==> config.mk <==
export PLATFORM = sky130hd
export DESIGN_NAME = biriscv_pipe_ctrl_deep
export DESIGN_NICKNAME = d
export VERILOG_FILES = /design/src/rtl/biriscv_pipe_pkg.sv /design/src/rtl/biriscv_pipe_stage.sv /design/src/rtl/biriscv_pipe_ctrl_deep.sv
export SDC_FILE = /design/constraint.sdc
export NUM_CORES = 1
export LEC_CHECK = 0
export ABC_AREA = 1
export BUFFER_PORTS_ARGS = -buffer_cell sky130_fd_sc_hd__buf_2
export CORE_ASPECT_RATIO = 1.5
export CORE_MARGIN = 2
export CORE_UTILIZATION = 50
export CTS_CLUSTER_SIZE = 24
export DETAILED_ROUTE_END_ITERATION = 7
export PLACE_DENSITY = 0.74
export SETUP_SLACK_MARGIN = 0.05
export SLEW_MARGIN = 0
export SYNTH_ARGS = -nofsm -noshare
export SYNTH_HDL_FRONTEND = slang
export SYNTH_HIERARCHICAL = 1
export SYNTH_SLANG_ARGS = --single-unit
==> constraint.sdc <==
create_clock -name clk_i -period 5.3 [get_ports clk_i]
set_input_delay 0.265 -clock clk_i [delete_from_list [all_inputs] [get_ports clk_i]]
set_output_delay 0.265 -clock clk_i [all_outputs]
set_load 0.03 [all_outputs]
==> src/rtl/biriscv_pipe_pkg.sv <==
// Shared types and constants for the deep execute pipeline controller:
// exception codes, control-bit indices and the per-stage record.
package biriscv_pipe_pkg;

    localparam int EXCEPTION_W = 6;

    localparam logic [EXCEPTION_W-1:0] EXC_NONE             = 6'd0;
    localparam logic [EXCEPTION_W-1:0] EXC_ILLEGAL_INSTR    = 6'd2;
    localparam logic [EXCEPTION_W-1:0] EXC_BREAKPOINT       = 6'd3;
    localparam logic [EXCEPTION_W-1:0] EXC_MISALIGNED_LOAD  = 6'd4;
    localparam logic [EXCEPTION_W-1:0] EXC_FAULT_LOAD       = 6'd5;
    localparam logic [EXCEPTION_W-1:0] EXC_MISALIGNED_STORE = 6'd6;
    localparam logic [EXCEPTION_W-1:0] EXC_FAULT_STORE      = 6'd7;
    localparam logic [EXCEPTION_W-1:0] EXC_PAGE_FAULT_LOAD  = 6'd13;
    localparam logic [EXCEPTION_W-1:0] EXC_PAGE_FAULT_STORE = 6'd15;

    localparam int CTRL_LOAD     = 0;
    localparam int CTRL_STORE    = 1;
    localparam int CTRL_MUL      = 2;
    localparam int CTRL_RD_VALID = 3;
    localparam int CTRL_W        = 4;

    typedef struct packed {
        logic                   valid;
        logic [CTRL_W-1:0]      ctrl;
        logic [31:0]            pc;
        logic [31:0]            opcode;
        logic [31:0]            result;
        logic [EXCEPTION_W-1:0] exception;
    } stage_t;

    function automatic logic is_mem_exception(input logic [EXCEPTION_W-1:0] code);
        case (code)
            EXC_MISALIGNED_LOAD, EXC_FAULT_LOAD, EXC_MISALIGNED_STORE,
            EXC_FAULT_STORE, EXC_PAGE_FAULT_LOAD, EXC_PAGE_FAULT_STORE: return 1'b1;
            default: return 1'b0;
        endcase
    endfunction

endpackage

==> src/rtl/biriscv_pipe_stage.sv <==
// One execute-stage register slice: hold, clear, load with optional
// result/exception override applied to the incoming record.
module biriscv_pipe_stage
    import biriscv_pipe_pkg::*;
(
    input  logic                   clk_i,
    input  logic                   rst_i,
    input  logic                   hold_i,
    input  logic                   clear_i,
    input  stage_t                 stage_i,
    input  logic                   ovr_result_i,
    input  logic [31:0]            ovr_result_val_i,
    input  logic                   ovr_exc_i,
    input  logic [EXCEPTION_W-1:0] ovr_exc_val_i,
    output stage_t                 stage_o
);

    stage_t stage_q;
    stage_t stage_d;

    always_comb begin
        stage_d = stage_q;
        if (!hold_i) begin
            if (clear_i || !stage_i.valid) begin
                stage_d = '0;
            end else begin
                stage_d = stage_i;
                if (ovr_result_i) stage_d.result    = ovr_result_val_i;
                if (ovr_exc_i)    stage_d.exception = ovr_exc_val_i;
            end
        end
    end

    always_ff @(posedge clk_i or posedge rst_i) begin
        if (rst_i) stage_q <= '0;
        else       stage_q <= stage_d;
    end

    assign stage_o = stage_q;

endmodule

==> src/rtl/biriscv_pipe_ctrl_deep.sv <==
// NUM_STAGES-deep execute pipeline controller with forwarding, memory stall
// and oldest-first squash. Optional perf counters: BIRISCV_PIPE_PERF_EN.
module biriscv_pipe_ctrl_deep
    import biriscv_pipe_pkg::*;
#(
    parameter int unsigned NUM_STAGES = 3,
    parameter int unsigned LOAD_STAGE = 2,
    parameter int unsigned MUL_STAGE  = 3
) (
    input  logic                    clk_i,
    input  logic                    rst_i,
    input  logic                    issue_valid_i,
    input  logic                    issue_accept_i,
    input  logic                    issue_stall_i,
    input  logic                    issue_lsu_i,
    input  logic                    issue_mul_i,
    input  logic                    issue_rd_valid_i,
    input  logic [5:0]              issue_exception_i,
    input  logic [31:0]             issue_pc_i,
    input  logic [31:0]             issue_opcode_i,
    input  logic [31:0]             alu_result_e1_i,
    input  logic                    mem_complete_i,
    input  logic [31:0]             mem_result_i,
    input  logic [5:0]              mem_exception_i,
    input  logic [31:0]             mul_result_i,
    input  logic                    squash_i,
    output logic [NUM_STAGES-1:0]   stage_valid_o,
    output logic [5*NUM_STAGES-1:0] stage_rd_o,
    output logic [32*NUM_STAGES-1:0] stage_result_o,
    output logic                    stall_o,
    output logic                    squash_o,
    output logic                    valid_wb_o,
    output logic [4:0]              rd_wb_o,
    output logic [31:0]             result_wb_o,
    output logic [31:0]             pc_wb_o,
    output logic [5:0]              exception_wb_o
`ifdef BIRISCV_PIPE_PERF_EN
    ,
    output logic [31:0]             perf_retired_o,
    output logic [31:0]             perf_stall_cycles_o
`endif
);

    localparam int unsigned LOAD_IDX = LOAD_STAGE - 1;
    localparam int unsigned MUL_IDX  = MUL_STAGE - 1;
    localparam int unsigned LAST_IDX = NUM_STAGES - 1;

    stage_t                 stage_q  [NUM_STAGES];
    stage_t                 stage_in [NUM_STAGES];
    logic [NUM_STAGES-1:0]  stage_clr;
    logic [NUM_STAGES-1:0]  is_ls, is_mul, fwd_ready;
    logic [NUM_STAGES-1:0]  ovr_res_en, ovr_exc_en, in_ovr_res_en, in_ovr_exc_en;
    logic [31:0]            ovr_res_val [NUM_STAGES];
    logic [31:0]            in_ovr_res  [NUM_STAGES];
    logic [31:0]            eff_res     [NUM_STAGES];
    logic [EXCEPTION_W-1:0] eff_exc     [NUM_STAGES];
    logic [NUM_STAGES-1:0]  exc_flag, kill;
    logic                   exc_w;
    logic                   squash_q, squash_d;

    // Value a stage carries out: memory/mul results are sampled on leaving
    // their capture stage, load/store taking priority over mul.
    always_comb begin
        for (int unsigned i = 0; i < NUM_STAGES; i++) begin
            is_ls[i]       = stage_q[i].ctrl[CTRL_LOAD] | stage_q[i].ctrl[CTRL_STORE];
            is_mul[i]      = stage_q[i].ctrl[CTRL_MUL];
            ovr_res_en[i]  = 1'b0;
            ovr_res_val[i] = mem_result_i;
            ovr_exc_en[i]  = 1'b0;
            if (i == LOAD_IDX && is_ls[i]) begin
                ovr_res_en[i] = 1'b1;
                ovr_exc_en[i] = mem_complete_i && (stage_q[i].exception == '0);
            end else if (i == MUL_IDX && is_mul[i]) begin
                ovr_res_en[i]  = 1'b1;
                ovr_res_val[i] = mul_result_i;
            end
            eff_res[i]  = ovr_res_en[i] ? ovr_res_val[i] : stage_q[i].result;
            eff_exc[i]  = ovr_exc_en[i] ? mem_exception_i : stage_q[i].exception;
            exc_flag[i] = stage_q[i].valid && (eff_exc[i] != '0);
        end
    end

    always_comb begin
        kill = '0;
        for (int unsigned i = 0; i < NUM_STAGES; i++) begin
            for (int unsigned j = i + 1; j < NUM_STAGES; j++) begin
                if (exc_flag[j]) kill[i] = 1'b1;
            end
        end
    end

    assign exc_w    = |exc_flag;
    assign squash_o = exc_w | squash_q;
    assign squash_d = issue_stall_i ? squash_q : exc_w;
    assign stall_o  = stage_q[LOAD_IDX].valid & is_ls[LOAD_IDX] & ~mem_complete_i;

    always_ff @(posedge clk_i or posedge rst_i) begin
        if (rst_i) squash_q <= 1'b0;
        else       squash_q <= squash_d;
    end

    always_comb begin
        stage_in[0]                      = '0;
        stage_in[0].valid                = issue_valid_i & issue_accept_i;
        stage_in[0].ctrl[CTRL_LOAD]      = issue_lsu_i & issue_rd_valid_i;
        stage_in[0].ctrl[CTRL_STORE]     = issue_lsu_i & ~issue_rd_valid_i;
        stage_in[0].ctrl[CTRL_MUL]       = issue_mul_i;
        stage_in[0].ctrl[CTRL_RD_VALID]  = issue_rd_valid_i;
        stage_in[0].pc                   = issue_pc_i;
        stage_in[0].opcode               = issue_opcode_i;
        stage_in[0].result               = alu_result_e1_i;
        stage_in[0].exception            = issue_exception_i;
        stage_clr[0]                     = squash_o | squash_i;
        in_ovr_res_en[0]                 = 1'b0;
        in_ovr_res[0]                    = '0;
        in_ovr_exc_en[0]                 = 1'b0;
        for (int unsigned i = 1; i < NUM_STAGES; i++) begin
            stage_in[i]      = stage_q[i-1];
            stage_clr[i]     = kill[i-1] | squash_i;
            in_ovr_res_en[i] = ovr_res_en[i-1];
            in_ovr_res[i]    = ovr_res_val[i-1];
            in_ovr_exc_en[i] = ovr_exc_en[i-1];
        end
    end

    for (genvar g = 0; g < NUM_STAGES; g++) begin : g_stage
        biriscv_pipe_stage u_stage (
            .clk_i           (clk_i),
            .rst_i           (rst_i),
            .hold_i          (issue_stall_i),
            .clear_i         (stage_clr[g]),
            .stage_i         (stage_in[g]),
            .ovr_result_i    (in_ovr_res_en[g]),
            .ovr_result_val_i(in_ovr_res[g]),
            .ovr_exc_i       (in_ovr_exc_en[g]),
            .ovr_exc_val_i   (mem_exception_i),
            .stage_o         (stage_q[g])
        );
    end

    always_comb begin
        stage_valid_o  = '0;
        stage_rd_o     = '0;
        stage_result_o = '0;
        fwd_ready      = '0;
        for (int unsigned i = 0; i < NUM_STAGES; i++) begin
            stage_valid_o[i]           = stage_q[i].valid;
            stage_result_o[i*32 +: 32] = eff_res[i];
            fwd_ready[i]               = 1'b1;
            if (stage_q[i].ctrl[CTRL_LOAD] &&
                (i < LOAD_IDX || (i == LOAD_IDX && !mem_complete_i))) fwd_ready[i] = 1'b0;
            if (is_mul[i] && i < MUL_IDX) fwd_ready[i] = 1'b0;
            if (stage_q[i].valid && stage_q[i].ctrl[CTRL_RD_VALID] && !stall_o && fwd_ready[i])
                stage_rd_o[i*5 +: 5] = stage_q[i].opcode[11:7];
        end
    end

    logic                   valid_wb_q, valid_wb_d;
    logic                   rd_valid_wb_q, rd_valid_wb_d;
    logic [4:0]             rd_q, rd_d;
    logic [31:0]            result_wb_q, result_wb_d;
    logic [31:0]            pc_wb_q, pc_wb_d;
    logic [EXCEPTION_W-1:0] exception_wb_q, exception_wb_d;
    logic                   unused_opcode_bits;

    always_comb begin
        valid_wb_d     = valid_wb_q;
        rd_valid_wb_d  = rd_valid_wb_q;
        rd_d           = rd_q;
        result_wb_d    = result_wb_q;
        pc_wb_d        = pc_wb_q;
        exception_wb_d = exception_wb_q;
        if (!issue_stall_i) begin
            valid_wb_d     = 1'b0;
            rd_valid_wb_d  = 1'b0;
            rd_d           = '0;
            result_wb_d    = '0;
            pc_wb_d        = '0;
            exception_wb_d = '0;
            if (stage_q[LAST_IDX].valid) begin
                valid_wb_d     = !is_mem_exception(eff_exc[LAST_IDX]);
                rd_valid_wb_d  = stage_q[LAST_IDX].ctrl[CTRL_RD_VALID] && (eff_exc[LAST_IDX] == '0);
                rd_d           = stage_q[LAST_IDX].opcode[11:7];
                result_wb_d    = eff_res[LAST_IDX];
                pc_wb_d        = stage_q[LAST_IDX].pc;
                exception_wb_d = eff_exc[LAST_IDX];
            end
        end
    end

    always_ff @(posedge clk_i or posedge rst_i) begin
        if (rst_i) begin
            valid_wb_q     <= 1'b0;
            rd_valid_wb_q  <= 1'b0;
            rd_q           <= '0;
            result_wb_q    <= '0;
            pc_wb_q        <= '0;
            exception_wb_q <= '0;
        end else begin
            valid_wb_q     <= valid_wb_d;
            rd_valid_wb_q  <= rd_valid_wb_d;
            rd_q           <= rd_d;
            result_wb_q    <= result_wb_d;
            pc_wb_q        <= pc_wb_d;
            exception_wb_q <= exception_wb_d;
        end
    end

    assign valid_wb_o     = valid_wb_q & ~issue_stall_i;
    assign rd_wb_o        = (valid_wb_o && rd_valid_wb_q) ? rd_q : '0;
    assign result_wb_o    = result_wb_q;
    assign pc_wb_o        = pc_wb_q;
    assign exception_wb_o = exception_wb_q;

    assign unused_opcode_bits = ^{stage_q[LAST_IDX].opcode[31:12], stage_q[LAST_IDX].opcode[6:0]};

`ifdef BIRISCV_PIPE_PERF_EN
    logic [31:0] perf_retired_q, perf_retired_d;
    logic [31:0] perf_stall_q, perf_stall_d;

    always_comb begin
        perf_retired_d = perf_retired_q + {31'd0, valid_wb_o};
        perf_stall_d   = perf_stall_q + {31'd0, stall_o};
    end

    always_ff @(posedge clk_i or posedge rst_i) begin
        if (rst_i) begin
            perf_retired_q <= '0;
            perf_stall_q   <= '0;
        end else begin
            perf_retired_q <= perf_retired_d;
            perf_stall_q   <= perf_stall_d;
        end
    end

    assign perf_retired_o      = perf_retired_q;
    assign perf_stall_cycles_o = perf_stall_q;
`endif

endmodule

==> summary.md <==
| Metric | Value |
|---|---|
| Outcome | `finished, final reports clean` |
| Max Clock Freq | `276 MHz` |
| Peak VDD IR | `approximately 220 uV` |
| Worst Hold Path EP | `g_stage[0].u_stage/stage_o[2]$_DFFE_PP0N_` |
| Clock Root Buffer | `clkbuf_16` |
| GPL Wtd Cong | `0.916` |
| CP Data Arrival Time | `3360 ps` |
| Synth Instances | `2021` |
| Period utilization | `68.3%` |
| Area Growth Syn to Fin | `25.1%` |
| Clock-pin transition on the worst setup and hold timing paths | `70 ps` |
| CTS tree | `built` |
| Final worst slack | `1680 ps` |
| DRT iter0 DRCs | `~850` |
| Leak | `11.3 nW` |
| Max-cap violations | `0` |
| Worst r2r path cells | `7` |
| Worst Hold Class | `primary input to flip-flop` |
| Met2 Resource Use GR | `between 40% and 50%` |
| Clock Path Buffers | `3` |
| Number of setup buffers added after CTS | `0` |
| Die Area | `30800 sq um` |
| CP startpoint kind | `flip-flop` |
| R2R Path Start | `g_stage[1].u_stage/stage_o[102]$_DFFE_PP0N_` |
| Post-place setup slack | `1950 ps` |
| Initial Util | `51.0%` |
| Global-route wire length before repair | `roughly 68000 um` |
| Clock Latency Late Sink | `between 500 and 600 ps` |
| Grt total ovfl | `0` |
| Chip Width | `144 um` |
| WS Path Type | `flip-flop to output port` |
| Wirelength per Cell | `15.0 um` |
| Overall die height | `214 um` |
| Final setup TNS | `0 ps` |
| Vias per Instance | `4.90` |
| Core Footprint | `28800 sq um` |
| Pwr/cell area | `284 nW/um^2` |
| Global-route usage over all layers | `27.5%` |
| # DRC | `0` |
| Std-Cell Rows | `76` |
| PortBufs | `346` |
| GRT met3 Usage | `4.11%` |
| Largest net degree at the start of global routing | `170` |
| Gr busiest metal | `met2` |
| Global Route met1 Usage | `36.0%` |
| Final Max Tran Viols | `0` |
| Vias in the first global route | `13300` |
| Detailed placement HPWL | `28200 um` |
| H-tree depth | `1` |
| Clock sink count | `approximately 320` |
| Worst-margin pin slew | `1110 ps` |
| IO Pins | `374` |
| Layout cell share with drive strength beyond 1 | `17.2%` |
| Slew margin rel. | `between 20% and 30%` |
| Worst R2R Setup Slack | `1900 ps` |
| Routed via count | `13900` |
| Syn. warnings | `6` |
| DR pass1 iterations | `7` |
| Initial antenna violation count | `6` |
| Hold WS | `25.1 ps` |
| Layout Nets | `between 2000 and 3000` |
| Clk_skew | `9.19 ps` |
| Avg Cell Area, Syn | `7.27 sq um` |
| RSZ-0062 raised after global routing | `no` |
| Crit Reg-Reg Endpoint | `g_stage[2].u_stage/stage_o[30]$_DFFE_PP0N_` |
| Final setup viols | `0` |
| Fin. Hold Viols | `0` |
| Fin crit period | `3620 ps` |
| Antenna-violating nets left | `0` |
| CP Capture Type | `output port` |
| Routed WL | `between 40000 and 50000 um` |
| Hold Startpoint | `issue_exception_i[2]` |
| CP required | `5040 ps` |
| TritonCTS Buffers | `30` |
| Hold depth | `5` |
| Max Fanout on Critical Path | `66` |
| Netlist Area Pre-Place | `14700 sq um` |
-- final cells by class --
class,instances,area [sq um]
Inverter,45,176
Clock buffer,45,868
Antenna cell,1,2.50
Fill cell,2525,10400
Timing Repair Buffer,432,2590
Clock inverter,11,211
Sequential cell,316,7910
Tap cell,390,488
Multi-Input combinational cell,1586,6140
-- through the flow --
step                      utilization (%)  instance area [sq um]  total power, mW  cells
after floorplan                         -                  14900             2.73   2068
after global placement               57.4                  16500             2.86   2694
after detailed placement             57.4                  16500             2.87   2694
after CTS                            63.8                  18400             5.25   2825
after global routing                 63.8                  18400             5.41   2826
final                                63.8                  18400             5.21   2826
-- state kept, by name, indices dropped and copies added (netlist names) --
signal / count
rd_valid_wb_q: 1
rd_q: 5
exception_wb_o: 6
g_stage.u_stage/stage_o: 238
result_wb_o: 32
squash_q: 1
pc_wb_o: 32
valid_wb_q: 1
-- cells in the final DEF, fill, tap and decap left out, types with 5 or more instances in the layout --
cell / instances
buf_2: 345
buf_4: 10
bufinv_16: 6
clkbuf_1: 10
clkbuf_16: 31
clkinv_2: 6
conb_1: 48
dfrtp_1: 315
dlygate4sd3_1: 75
inv_1: 38
nand2_1: 1402
nand3_1: 76
nor2_1: 36
o21ai_0: 5
o22ai_1: 5
-- worst max-delay path, cell delays in order (launching register included) --
cell	delay (ps)
dfrtp_1	420
nor2_4	710
inv_2	700
nand3_2	370
nand4_2	210
nor2_1	140
buf_2	210
-- power breakdown --
| part | switching (mW) | leakage (nW) | internal (mW) |
|---|---|---|---|
| Clock | 0.919 | 0.529 | 1.42 |
| Sequential | 0.0226 | 4.39 | 2.44 |
| Combinational | 0.270 | 6.36 | 0.136 |
-- repair_timing --
item	4_1_cts	5_1_grt
hold buffers	75	0
endpoints found under the hold margin	177	0
gates resized for setup	0	0
-- routing by layer --
metal | up-vias | share of wire (%)
met3 | 97 | 6.2
li1 | 6814 | -
met5 | - | 0.10
met2 | 497 | 48
met1 | 6435 | 42
met4 | 8 | 3.7
-- worst max-delay path by stage --
stage                                            endpoint  cells past startpoint  slack, ps                                        start
6_report                                    stage_rd_o[5]                      6       1680  g_stage[1].u_stage/stage_o[102]$_DFFE_PP0N_
5_1_grt                                     stage_rd_o[9]                      6       1410  g_stage[1].u_stage/stage_o[102]$_DFFE_PP0N_
4_1_cts                                     stage_rd_o[5]                      6       1650  g_stage[1].u_stage/stage_o[102]$_DFFE_PP0N_
3_5_place_dp   g_stage[2].u_stage/stage_o[18]$_DFFE_PP0N_                      7       1950  g_stage[1].u_stage/stage_o[103]$_DFFE_PP0N_
3_3_place_gp   g_stage[2].u_stage/stage_o[30]$_DFFE_PP0N_                      7       1940  g_stage[1].u_stage/stage_o[103]$_DFFE_PP0N_
2_1_floorplan   g_stage[0].u_stage/stage_o[0]$_DFFE_PP0N_                      1       2980                                        rst_i
Note: power is estimated with default switching activity, not from simulation.
